===== src/rtl/ctrl_pkg.sv =====
// Shared encodings for the datapath sequencer: state enum, opcode/op values,
// ALU operation codes and instruction field positions.
package ctrl_pkg;

   typedef enum logic [2:0] {
      S_WAIT   = 3'd0,
      S_DECODE = 3'd1,
      S_GETA   = 3'd2,
      S_GETB   = 3'd3,
      S_EXEC   = 3'd4,
      S_WREG   = 3'd5,
      S_WIMM   = 3'd6,
      S_DONE   = 3'd7
   } state_t;

   localparam logic [2:0] OPC_MOV = 3'b110;
   localparam logic [2:0] OPC_ALU = 3'b101;

   localparam logic [1:0] OP_MOV_IMM = 2'b10;
   localparam logic [1:0] OP_MOV_REG = 2'b00;
   localparam logic [1:0] OP_ADD     = 2'b00;
   localparam logic [1:0] OP_CMP     = 2'b01;
   localparam logic [1:0] OP_AND     = 2'b10;
   localparam logic [1:0] OP_MVN     = 2'b11;

   localparam logic [1:0] ALU_ADD  = 2'b00;
   localparam logic [1:0] ALU_SUB  = 2'b01;
   localparam logic [1:0] ALU_AND  = 2'b10;
   localparam logic [1:0] ALU_NOTB = 2'b11;

   localparam int OPC_MSB = 15;
   localparam int OPC_LSB = 13;
   localparam int OP_MSB  = 12;
   localparam int OP_LSB  = 11;
   localparam int RN_MSB  = 10;
   localparam int RN_LSB  = 8;
   localparam int RD_MSB  = 7;
   localparam int RD_LSB  = 5;
   localparam int SH_MSB  = 4;
   localparam int SH_LSB  = 3;
   localparam int RM_MSB  = 2;
   localparam int RM_LSB  = 0;
   localparam int IMM_MSB = 7;
   localparam int IMM_LSB = 0;

   typedef struct packed {
      logic mov_imm;
      logic mov_reg;
      logic add;
      logic cmp;
      logic and_op;
      logic mvn;
   } iclass_t;

endpackage


===== src/rtl/instr_decode.sv =====
// Combinational instruction decoder: splits IR into register/shift fields,
// extends imm8 and classifies the encoding.
module instr_decode
   import ctrl_pkg::*;
#(
   parameter logic SIGN_EXT_IMM = 1'b1
) (
   input  logic [15:0] ir,
   output logic [2:0]  rn,
   output logic [2:0]  rd,
   output logic [1:0]  sh,
   output logic [2:0]  rm,
   output logic [15:0] imm_ext,
   output iclass_t     cls,
   output logic        legal
);

   logic [2:0] opcode;
   logic [1:0] op;
   logic [7:0] imm8;

   assign opcode = ir[OPC_MSB:OPC_LSB];
   assign op     = ir[OP_MSB:OP_LSB];
   assign rn     = ir[RN_MSB:RN_LSB];
   assign rd     = ir[RD_MSB:RD_LSB];
   assign sh     = ir[SH_MSB:SH_LSB];
   assign rm     = ir[RM_MSB:RM_LSB];
   assign imm8   = ir[IMM_MSB:IMM_LSB];

   assign imm_ext = {{8{imm8[7] & SIGN_EXT_IMM}}, imm8};

   assign cls.mov_imm = (opcode == OPC_MOV) && (op == OP_MOV_IMM);
   assign cls.mov_reg = (opcode == OPC_MOV) && (op == OP_MOV_REG);
   assign cls.add     = (opcode == OPC_ALU) && (op == OP_ADD);
   assign cls.cmp     = (opcode == OPC_ALU) && (op == OP_CMP);
   assign cls.and_op  = (opcode == OPC_ALU) && (op == OP_AND);
   assign cls.mvn     = (opcode == OPC_ALU) && (op == OP_MVN);

   assign legal = |cls;

endmodule


===== src/rtl/datapath_ctrl.sv =====
// Multi-cycle sequencer driving the register-file/shifter/ALU datapath strobes,
// one instruction per start/done handshake.
//
// state  | meaning
// WAIT   | idle, latch IR on start
// DECODE | classify IR, branch to first working state
// GETA   | read Rn into A
// GETB   | read Rm into B
// EXEC   | shift/ALU, load C (or status for CMP)
// WREG   | write result register to Rd
// WIMM   | write extended imm8 to Rn
// DONE   | done pulse, err if encoding was illegal
module datapath_ctrl
   import ctrl_pkg::*;
#(
   parameter logic SIGN_EXT_IMM = 1'b1
) (
   input  logic        clk,
   input  logic        rst_n,
   input  logic        start,
   input  logic [15:0] instr,
   output logic        busy,
   output logic        done,
   output logic        err,
   output logic [2:0]  readnum,
   output logic        loada,
   output logic        loadb,
   output logic        asel,
   output logic        bsel,
   output logic [1:0]  shift,
   output logic [1:0]  ALUop,
   output logic        loadc,
   output logic        loads,
   output logic [2:0]  writenum,
   output logic        write,
   output logic        vsel,
   output logic [15:0] datapath_in
);

   state_t      state, state_nxt;
   logic [15:0] ir;
   logic [2:0]  rn, rd, rm;
   logic [1:0]  sh;
   logic [15:0] imm_ext;
   iclass_t     cls;
   logic        legal;

   instr_decode #(.SIGN_EXT_IMM(SIGN_EXT_IMM)) u_decode (
      .ir      (ir),
      .rn      (rn),
      .rd      (rd),
      .sh      (sh),
      .rm      (rm),
      .imm_ext (imm_ext),
      .cls     (cls),
      .legal   (legal)
   );

   always_ff @(posedge clk or negedge rst_n) begin
      if (!rst_n) begin
         state <= S_WAIT;
         ir    <= '0;
      end else begin
         state <= state_nxt;
         if (state == S_WAIT && start)
            ir <= instr;
      end
   end

   always_comb begin
      state_nxt   = state;
      busy        = (state != S_WAIT);
      done        = 1'b0;
      err         = 1'b0;
      readnum     = '0;
      loada       = 1'b0;
      loadb       = 1'b0;
      asel        = 1'b0;
      bsel        = 1'b0;
      shift       = '0;
      ALUop       = ALU_ADD;
      loadc       = 1'b0;
      loads       = 1'b0;
      writenum    = '0;
      write       = 1'b0;
      vsel        = 1'b0;
      datapath_in = '0;
      case (state)
         S_WAIT: begin
            if (start)
               state_nxt = S_DECODE;
         end
         S_DECODE: begin
            if (cls.mov_imm)
               state_nxt = S_WIMM;
            else if (cls.mov_reg || cls.mvn)
               state_nxt = S_GETB;
            else if (cls.add || cls.cmp || cls.and_op)
               state_nxt = S_GETA;
            else
               state_nxt = S_DONE;
         end
         S_GETA: begin
            readnum   = rn;
            loada     = 1'b1;
            state_nxt = S_GETB;
         end
         S_GETB: begin
            readnum   = rm;
            loadb     = 1'b1;
            state_nxt = S_EXEC;
         end
         S_EXEC: begin
            shift = sh;
            // MOV-reg and MVN only use the B path, so A is forced to zero
            asel  = cls.mov_reg || cls.mvn;
            if (cls.cmp)
               ALUop = ALU_SUB;
            else if (cls.and_op)
               ALUop = ALU_AND;
            else if (cls.mvn)
               ALUop = ALU_NOTB;
            else
               ALUop = ALU_ADD;
            if (cls.cmp) begin
               loads     = 1'b1;
               state_nxt = S_DONE;
            end else begin
               loadc     = 1'b1;
               state_nxt = S_WREG;
            end
         end
         S_WREG: begin
            writenum  = rd;
            write     = 1'b1;
            state_nxt = S_DONE;
         end
         S_WIMM: begin
            writenum    = rn;
            vsel        = 1'b1;
            write       = 1'b1;
            datapath_in = imm_ext;
            state_nxt   = S_DONE;
         end
         S_DONE: begin
            done      = 1'b1;
            err       = !legal;
            state_nxt = S_WAIT;
         end
         default: state_nxt = S_WAIT;
      endcase
   end

endmodule


===== config.mk =====
export PLATFORM = sky130hd
export DESIGN_NAME = datapath_ctrl
export DESIGN_NICKNAME = d
export VERILOG_FILES = /design/src/rtl/ctrl_pkg.sv /design/src/rtl/instr_decode.sv /design/src/rtl/datapath_ctrl.sv
export SDC_FILE = /design/constraint.sdc
export NUM_CORES = 1
export LEC_CHECK = 0
export CAP_MARGIN = 20
export CORE_MARGIN = 2
export CORE_UTILIZATION = 43
export DETAILED_ROUTE_END_ITERATION = 12
export PLACE_DENSITY = 0.84
export SYNTH_ARGS = -nofsm -noshare
export SYNTH_HDL_FRONTEND = slang
export SYNTH_SLANG_ARGS = --single-unit
export TNS_END_PERCENT = 1

===== constraint.sdc =====
create_clock -name clk -period 4.5 [get_ports clk]
set_clock_uncertainty 0.2 [all_clocks]
set_input_delay 0.675 -clock clk [delete_from_list [all_inputs] [get_ports clk]]
set_output_delay 0.675 -clock clk [all_outputs]
set_load 0.05 [all_outputs]

# Word level (Yosys, flattened, before mapping)
# Index checks and enable logic that the tools add are counted.
# W data, S select, Z words.
# op_classes
eq_ne,13
n_mux,25
n_reduce_logical,16
# op_table
op,count
$pmux W3 S7,1
$eq A3 B3 Y1 const B,6
$mux W16,1
$mux W2,6
$mux W3,4
$pmux W3 S2,2
$mux W1,11
$logic_and A1 B1 Y1,7
$eq A3 B2 Y1 const B,2
$reduce_or A6 Y1,1
$eq A2 B2 Y1 const B,2
$eq A3 B1 Y1 const B,1
$logic_not A3 Y1,1
$logic_or A1 B1 Y1,3
$reduce_bool A3 Y1,1
$eq A2 B1 Y1 const B,1
$logic_not A2 Y1,1
$ne A2 B2 Y1 const B,1
$reduce_or A2 Y1,1
$logic_not A1 Y1,1
# totals
reg_bits,19
inputBits,19
elab_cells,56

# Logic depth before layout (Yosys ltp)
# logic_depth
word_depth,8
ltp_mapped,5
depth_no_buf,3

# Hierarchy
# A second synthesis with hierarchy kept.
# unflattened
hier_cells,151
area_unflattened_um2,1427.6
# by_module_without_submodules
mod,n_inst,cells_per_inst,area_per_inst_um2,seq_area_each_um2
datapath_ctrl,1,110,1146.1,475.5
instr_decode,1,41,281.5,0.0

# Worst setup path after synthesis
# OpenSTA, ideal clock, no wires.
# synth_timing
kind,reg-to-output
start,reg state[0]
end,out err
t_arrival_ns,2.369
required_time_ns,3.625
setup_slack_ns,1.256
path_stages_with_launch,4
path_cell_list,dfrtp_1 buf_2 and3_1 a21boi_0
# synth_between
elab_chain_cells,2
# synth_lines
element,line_no,source
"start, declared",datapath_ctrl.sv:40,"state_t state, state_nxt;"
"start signal, assigned",datapath_ctrl.sv:64,state <= state_nxt;
$eq A3 B3 Y1,datapath_ctrl.sv:88,case (state)
$mux W1,datapath_ctrl.sv:88,
"end, declared",datapath_ctrl.sv:24,"output logic err,"
# No other way between the ends.

# Worst setup path in the final report
# layout_timing
start,reg state[0]
end,out loads
# layout_between
elab_chain_cells,2
# layout_lines
element,line_no,source
$eq A3 B3 Y1,datapath_ctrl.sv:88,
$mux W1,datapath_ctrl.sv:88,
"end, declared",datapath_ctrl.sv:33,"output logic loads,"
# No other way between the ends.

==> out/qor.yml <==
clock_tree:
  numCtsBuffers: 3
  clock-root-buffer: "clkbuf_4"
  hold_buffers: 0
  cts_sinks: 19
  cts_tree: "yes"
  clk_latency_ns: 0.30
  cts_setup_buffers: 0
  h-tree-depth: 1
  clk_pin_slew_ns: 0.11
  cts_buffer_depth: 2
  cts_resized: 0
timing:
  setup_tns_ns: 0
  slew_headroom_pct: 42.6
  fin_ws_ns: 1.03
  fmax_mhz: 288
  hold_ws_ns: 0.355
  period_minus_slack_ns: 3.47
  finalSetupViolCount: 0
  worst_pin_slew_ns: 0.859
  drv_slew: 0
  rsz0062_at_grt: "false"
  hold_viol: 0
  min_period_over_period_pct: 77.1
route:
  vias: 971
  post_drt_wl_per_cell_um: 15.0
  wl_met2_um: 1380
  initialDrtViolationCount: 13
  routed_wirelength_um: 2790
  avgViaCountPerCell: 5.22
  wl_met3_um: 137
  route.detailed.drc: 0
  dr.max_layer_used: "met4"
  drtPass1Iterations: 4
  wl_met1_um: 1270
  antenna_left: 0
status:
  outcome: "complete, no violations"
setup_path:
  worstSetupEndpointType: "primary output"
  crit_path_start_kind: "register"
  critPathMostFrequentCell: "and3_1"
  crit_path_max_incr_delay_ns: 0.79
  arrival_ns: 2.60
  worstPathMaxFanout: 15
  path_class: "reg2out"
  path_delay_family: "simple AND/OR/NAND/NOR gates"
  crit_chain: "nor3b_1 -> and3_1 -> and3_1 -> clkdlybuf4s50_1"
  cp_num_buf_inv: 1
  cpMaxStageDelayCell: "clkdlybuf4s50_1"
  cp.required_ns: 3.62
cells_and_area:
  final_cells: 186
  utilization_pct: 66.7
  nets: 176
  multi_input_area_um2: 583
  regArea_um2: 475
  antenna_cells: 0
  areaGrowthSynthToFinish_pct: 43.9
  layout-drive-gt1-share_pct: 13.5
  nFillCells: 211
run:
  cap_viol_max_count: 0
yosys:
  synthCells: 110
  synth_area_um2: 1170
  yosysWarnings: 0
  yosysTopAreaCellShare_pct: 40.7
  synth_seq_area_share_pct: 40.7
  yosys-top-cells-count: "19 x dfrtp_1, 13 x and2_1, 10 x nor2_1"
  synth_largest_area_cell: "dfrtp_1"
  synth.avg_cell_area_um2: 10.6
  yosysMostFrequentCell: "dfrtp_1"
  ys_async_sr_fraction_pct: 100
  yosys-top-cells-area: "dfrtp_1 41%, mux2_4 10%, and2_1 7.0%"
  yosys_most_used_dff: "dfrtp_1"
  synth_edf_count: 0
  ys_ff_latch: 19
  syn-num-nets: 129
  ys_types: 32
power:
  peakVddDrop_v: 0.000640
  powerDensity_nw_per_um2: 742
  power.leakage_uw: 0.000713
grt:
  grtUsageTotal_pct: 18.0
  grt_max_degree: 20
  grt_antenna_before_repair: 0
  grt-ovfl-total: 0
  grt_pass1_wl_um: 4490
  grt_pass1_vias: 946
floorplan:
  io_pins: 56
  die_x_um: 56.1
  die_h_um: 56.1
  coreArea_um2: 2520
  dieArea_um2: 3150
  start_util_pct: 46.3
  num_rows: 18
placement:
  place_ws_ns: 1.37
  placed_cells: 182
  place.detailed.hpwl_um: 2140
  portBuffers: 54
  place_congestion: 0.795
worst_hold_path:
  hold_class: "reg2reg"
## through the flow
stage                     instance area (um^2)  power (uW)
after floorplan                           1170         945
after global placement                    1660        1150
after detailed placement                  1660        1160
after CTS                                 1680        1250
after global routing                      1680        1310
final                                     1680        1250
## sequential cells by signal (all words and copies together), names as in the netlist
name,cells
state,3
ir,16
## final cells by class
class,instances,share of cell area [%]
inverter,3,0.670
multi-input combinational,75,34.7
sequential,19,28.3
timing repair buffer,55,32.6
tap,30,2.23
clock buffer,4,1.56
## cells in the final DEF (no fill, tap or decap), drive strengths merged, types with 2 or more instances in the layout
cell type	Yosys	final
clkdlybuf4s50	0	54
dfrtp	19	19
mux2	15	15
and2	13	13
nor2	10	10
and3	5	5
nand2	4	4
clkbuf	1	4
inv	3	3
mux2i	3	3
a22oi	3	3
nor2b	2	2
nand2b	2	2
a2bb2oi	2	2
o21ai	2	2
## cells by family (layout without fill, tap and decap cells)
| kind of cell | Yosys count | count (layout) | synth area share, % |
|---|---|---|---|
| flops | 19 | 19 | 40.7 |
| other cells | 1 | 1 | 0.321 |
| compound gates | 13 | 13 | 8.14 |
| mux | 18 | 18 | 19.6 |
| simple gates | 43 | 43 | 21.8 |
| buf+inv | 16 | 62 | 9.42 |
## where the power goes
group	internal, uW	switching [uW]
combinational	321	472
sequential	256	110
clock	34.5	54.3
total	611	637
## path summary, 6_finish.rpt
kind                           from     end  slack, ns  depth (start not counted)
min in group asynchronous     rst_n  ir[10]       0.65                          1
max                        state[0]   loads       1.03                          4
min                           ir[2]   ir[2]       0.35                          1
min reg2reg                   ir[2]   ir[2]       0.35                          1
max reg2reg                state[0]   ir[9]       2.34                          3
max in group asynchronous     rst_n   ir[3]       2.91                          1
## layer usage
layer	up-vias	track usage, %
met4	0	3.06
li1	468	-
met5	-	0
met1	468	23.8
met2	33	31.3
met3	2	3.02
## worst reg2reg max path: stages, from the launching register on
cell and delay (ns):
dfrtp_1 0.57, nor4b_4 0.60, buf_4 0.33, mux2_2 0.36
Power figures use the tool's default switching activity.
==> RTL change 1, RTL diff (config.mk and constraints unchanged) <==
Re-encode `state_t` (8 states) as one-hot, 8 bits wide.
--- a/src/rtl/ctrl_pkg.sv
+++ b/src/rtl/ctrl_pkg.sv
@@ -2,15 +2,15 @@
 // ALU operation codes and instruction field positions.
 package ctrl_pkg;
 
-   typedef enum logic [2:0] {
-      S_WAIT   = 3'd0,
-      S_DECODE = 3'd1,
-      S_GETA   = 3'd2,
-      S_GETB   = 3'd3,
-      S_EXEC   = 3'd4,
-      S_WREG   = 3'd5,
-      S_WIMM   = 3'd6,
-      S_DONE   = 3'd7
+   typedef enum logic [7:0] {
+      S_WAIT   = 8'b00000001,
+      S_DECODE = 8'b00000010,
+      S_GETA   = 8'b00000100,
+      S_GETB   = 8'b00001000,
+      S_EXEC   = 8'b00010000,
+      S_WREG   = 8'b00100000,
+      S_WIMM   = 8'b01000000,
+      S_DONE   = 8'b10000000
    } state_t;
 
    localparam logic [2:0] OPC_MOV = 3'b110;
Formal check against the unedited RTL: same outputs for any inputs over 10 cycles, from zero or initial values and one cycle with rst_n low; not proved beyond that.
==> RTL change 1 against the unedited design <==
- register-to-register slack worse by 0.16 ns
- non-clock buffer count stayed put
- worst setup slack worse by 0.48 ns
- worst hold slack worse by 0.014 ns
- global-route usage is 0.53 points lower
- sequential cell count is 5 higher
- routed wire length is 3.3% higher
- design area is 13% higher
- via count is 6.9% higher
- area after synthesis is 16% higher
- critical path type unchanged
- largest cell class unchanged
Power is not compared: it rests on default switching activity, and its combinational part moved more than twofold at a synthesized area within 25%.
==> RTL change 1: results (changes against the unedited design) <==
initial antenna violation count 0 (unchanged); reg-to-reg endpoint ir[13]$_DFFE_PN0P_; H-Tree Depth 1 (unchanged); sequential area share after synthesis 0.445 (+0.0385); Setup CP Type flip-flop to output port; Hold Buf Count CTS 0 (unchanged); top flop regs ir x16, state x8; Hold Crit Class flip-flop to flip-flop; setup TNS 0 ns (unchanged); I/O Buffers 54 (unchanged); core area 3030 um^2 (+20%); Worst Tran Pin Value 0.537 ns (-0.322 ns); Reg clk slew, reported paths 0.14 ns (+0.03 ns); Fin Hold WS 0.341 ns (-0.0139 ns); Worst Hold End ir[3]$_DFFE_PN0P_; number of cells on the worst reg-to-reg path 4 (+1); post-DP HPWL 2.23 mm (+3.9%); Critical Path AT 3.08 ns (+0.48 ns); TritonRoute pass-1 iters 4 (unchanged); post-synth cell types 35 (+9.4%); fillcell total 264 (+25%); net switching power between 0.0003 and 0.0004 W; largest net degree at the start of global routing 25 (+25%); DRT iter0 DRCs 22 (+9); Hold Path Cell Cnt 1 (unchanged); setup bufs post-CTS 0 (unchanged); Synth area leaders dfrtp_1 (43%), mux2_4 (10%), mux2_2 (5.8%); met3 WL 77 um (-44%); layout cell share with drive strength beyond 1 0.164 (+0.0290); share of flip-flops with an asynchronous set or reset 1.00 (unchanged); routed wire length 2.88 mm (+3.3%); Final nets 185 (+5.1%); Reg2Reg Setup Slack 2.18 ns (-0.16 ns); Worst Path Max Fanout 13 (-2); top cells by count, synth dfrtp_1 (23), nor2_1 (13), buf_4 (9), mux2_4 (9), and2_1 (8); Clock Tree Root clkbuf_4; metal2 WL 1.52 mm (+9.6%); hold path start ir[3]$_DFFE_PN0P_; met1 WL 1.24 mm (-1.9%); Highest Signal Layer met4; status finished, final reports clean; antenna cells 0 (unchanged); Reg-to-Reg Start state[7]$_DFFE_PN0P_; Clk Latency, worst-skew pair approximately 0.31 ns; GRT Total Usage 0.175 (-0.00533); global-route wire length before repair 4.61 mm (+2.8%); synth warn 0 (unchanged); CTS Buf Count 3 (unchanged); GPL Wtd Cong 0.758 (-4.6%); post-CTS sizing 0 (unchanged); number of global-route vias before repair 1,011 (+6.9%); peak supply drop 0.199 mV; P_leak 0.841 nW; routed vias/inst 4.97 (-4.9%); worst-case clock buffer depth 2 (unchanged); Synth Net Count 139 (+7.8%)
-- RTL change 1: changes by cell type after synthesis, sizes merged, moves of 3 or more --
cell / before / now
a22oi: 3 / 0
a22o: 0 / 6
nor2: 10 / 13
and4b: 0 / 3
inv: 3 / 7
and2: 13 / 8
and3: 5 / 0
dfrtp: 19 / 23
mux2i: 3 / 0
clkbuf: 1 / 4
-- RTL change 1: worst max path at each step --
stage / depth (start not counted) / end / slack [ns] / startpoint
6_report: 4 / datapath_in[7] / 0.55 / state[4]$_DFFE_PN0P_
5_1_grt: 4 / datapath_in[10] / 0.34 / state[4]$_DFFE_PN0P_
4_1_cts: 4 / datapath_in[7] / 0.51 / state[4]$_DFFE_PN0P_
3_5_place_dp: 4 / datapath_in[7] / 0.88 / state[4]$_DFFE_PN0P_
3_3_place_gp: 5 / loads / 0.99 / state[7]$_DFFE_PN0P_
2_1_floorplan: 5 / datapath_in[10] / 0.95 / state[4]$_DFFE_PN0P_
-- RTL change 1: worst max-delay path: stages, from the launching register on --
cell and delay (ns):
dfrtp_1 0.46, nor4_1 0.53, and4b_1 0.56, and2_1 0.34
clkdlybuf4s50_1 0.87
-- RTL change 1: final cells by class --
class                           instances  area, um^2  area share
Clock buffer                            4        36.3      0.0191
Inverter                                7        26.3      0.0138
Multi-Input combinational cell         75         629       0.330
Sequential cell                        24         602       0.316
Tap cell                               44        55.1      0.0289
Timing Repair Buffer                   55         556       0.292
-- RTL change 1: metrics by stage --
| stage | util | cell area [um^2] | instances | power [W] | setup WS (ns) |
|---|---|---|---|---|---|
| 6_report | 0.629 | 1900 | 209 | 0.000877 | 0.547 |
| 5_1_grt | 0.629 | 1900 | 209 | 0.000938 | 0.336 |
| 4_1_cts | 0.624 | 1890 | 208 | 0.000879 | 0.511 |
| 3_5_place_dp | 0.612 | 1850 | 204 | 0.000767 | 0.881 |
| 3_3_place_gp | 0.612 | 1850 | 204 | 0.000752 | 0.987 |
| 2_1_floorplan | - | 1350 | 120 | 0.000682 | 0.954 |
-- RTL change 1: logic make-up (layout without fill, tap and decap cells) --
kind of cell,Yosys count,in the layout,share of synthesized area
simple gates,44,44,0.219
buf+inv,21,66,0.0889
other cells,1,1,0.00278
xor+xnor,1,1,0.00648
flops,24,24,0.445
compound gates,13,13,0.0796
mux,16,16,0.158
-- RTL change 1: layer usage --
metal | global-route usage | vias up
met4 | 0.0762 | 0
met1 | 0.228 | 502
met3 | 0.0216 | 4
met5 | 0 | -
li1 | - | 501
met2 | 0.290 | 31
-- RTL change 1: power by group through the flow --
stage	logic [W]	clock network (W)	registers (W)
after global placement	0.000359	0	0.000393
after floorplan	0.000313	0	0.000370
after global routing	0.000397	0.000126	0.000415
after CTS	0.000369	0.000114	0.000395
after detailed placement	0.000367	0	0.000400
final	0.000368	0.000112	0.000396
==> RTL change 2, RTL diff (config.mk and constraints unchanged) <==
Without the edit above. Reset style: synchronous (`rst_n`), changed in one clocked block.
--- a/src/rtl/datapath_ctrl.sv
+++ b/src/rtl/datapath_ctrl.sv
@@ -56,7 +56,7 @@
       .legal   (legal)
    );
 
-   always_ff @(posedge clk or negedge rst_n) begin
+   always_ff @(posedge clk) begin
       if (!rst_n) begin
          state <= S_WAIT;
          ir    <= '0;
Function: differs if rst_n is asserted again (counterexample within 4 cycles, from zero or initial values and one cycle with rst_n low); with rst_n held inactive, the same outputs for 10 cycles.
==> RTL change 2 against the unedited design <==
- area after synthesis fell by 0.64%
- core utilization fell by 0.45 points
- worst setup slack got worse by 0.18 ns
- synthesized cell count grew 42%
- count of clock-buffer cells in the layout is 1 lower
- routed wire length grew 9.5%
- sequential cell count unchanged
- design area fell by 0.67%
- worst hold slack lost 0.068 ns
- critical path depth is 1 lower
- critical path type unchanged
- sequential share of layout area shrank 5.5 points
- non-clock buffer count is 1 higher
Power is left out: it rests on default switching activity, and per cell area and clock period it moved more than threefold.
==> RTL change 2: results (changes against the unedited design) <==
status finished, final reports clean; Placed Cells 220 (+21%); TritonRoute pass-1 iters 4 (unchanged); Synth Net Count 175 (+36%); dpl ws 1.19 ns (-0.172 ns); synthesized instance count 156 (+42%); number of global-route vias before repair 1,045 (+10%); Crit path largest cell delay 0.87 ns (+0.08 ns); Max-Cap Viols 0 (unchanged); via count 1,207 (+24%); post-synthesis xor/xnor area fraction 0 (unchanged); layout cell share with drive strength beyond 1 0.0410 (-0.0936); fillcell total 213 (+0.95%); post-DP HPWL 2.29 mm (+7.1%); mux share of post-synthesis cell area 0.0259 (-0.170); Slew Limit Headroom 0.547 (+0.121); Worst Path Max Fanout 13 (-2); initial antenna violation count 0 (unchanged); top cells by count, synth nand2_1 (20), nand3_1 (20), dfxtp_1 (19); CTS Buf Count 3 (unchanged); routed vias/inst 5.36 (+2.8%); Reg clk slew, reported paths 0.11 ns (about the same); Synth Flop Type dfxtp_1; Adder-Cell Fraction of Synth Area 0 (unchanged); complex-gate fraction of the synthesized area 0.150 (+0.0684); crit-path leading delay family simple AND/OR/NAND/NOR gates; post-synth cell types 32 (unchanged); CP max stage cell clkdlybuf4s50_1; top flop regs ir x16, state x3; GPL Wtd Cong 0.787 (-0.98%); Synth area leaders dfxtp_1 (33%), nand3_1 (8.6%), buf_4 (7.8%); DRT iter0 DRCs 34 (+21); global-route wire length before repair 4.82 mm (+7.5%); post-CTS sizing 0 (unchanged); worst-case clock buffer depth 2 (unchanged); Critical Path AT 2.77 ns (+0.17 ns); synth warn 0 (unchanged); largest net degree at the start of global routing 36 (+80%); H-Tree Depth 1 (unchanged); share of flip-flops with an asynchronous set or reset 0 (-1.00); Clock Tree Root clkbuf_4; placed inst area 1620 um^2 (-2.3%); routed len/inst 13.6 um (-9.5%); sequential area share after synthesis 0.328 (-0.0793); GRT Total Usage 0.195 (+0.0148)
## RTL change 2: cell count changes in the layout (fill, tap and decap cells not counted), sizes merged, moves of 3 or more
cell   delta
and2      -9
nand3    +19
dfxtp    +19
dfrtp    -19
a21oi     +4
nor2b     +6
nand2    +16
and3      +3
o21ai    +15
mux2     -15
nor2      -5
## RTL change 2: cells by family after synthesis
| group | Yosys count |
|---|---|
| and+or+nand+nor | 78 |
| AOI/OAI and AO/OA | 30 |
| buffers and inverters | 25 |
| DFF | 19 |
| muxes | 3 |
| other | 1 |
## RTL change 2: worst paths after layout
kind,start,end,slack [ns],cells after the start
hold / removal,ir[2]$_SDFFE_PN0P_,ir[2]$_SDFFE_PN0P_,0.29,2
hold reg to reg,ir[2]$_SDFFE_PN0P_,ir[2]$_SDFFE_PN0P_,0.29,2
setup reg to reg,state[2]$_SDFFE_PN0P_,ir[7]$_SDFFE_PN0P_,2.81,4
setup / recovery,state[1]$_SDFFE_PN0P_,datapath_in[13],0.85,3
## RTL change 2: metal layers
metal	track usage	vias to the layer above	part of all wire
met1	0.236	561	0.39
li1	-	605	-
met5	0	-	0
met3	0.0442	2	0.065
met4	0.0612	0	0.0062
met2	0.339	39	0.53
## RTL change 2: layout make-up
| type | instances | area (um^2) | share of cell area |
|---|---|---|---|
| clock buffers | 3 | 22.5 | 0.0135 |
| clock inverters | 1 | 5.00 | 0.00300 |
| inverters | 4 | 15.0 | 0.00899 |
| multi-input cells | 112 | 637 | 0.381 |
| flip-flops and latches | 19 | 380 | 0.228 |
| well taps | 30 | 37.5 | 0.0225 |
| repair buffers | 56 | 573 | 0.343 |
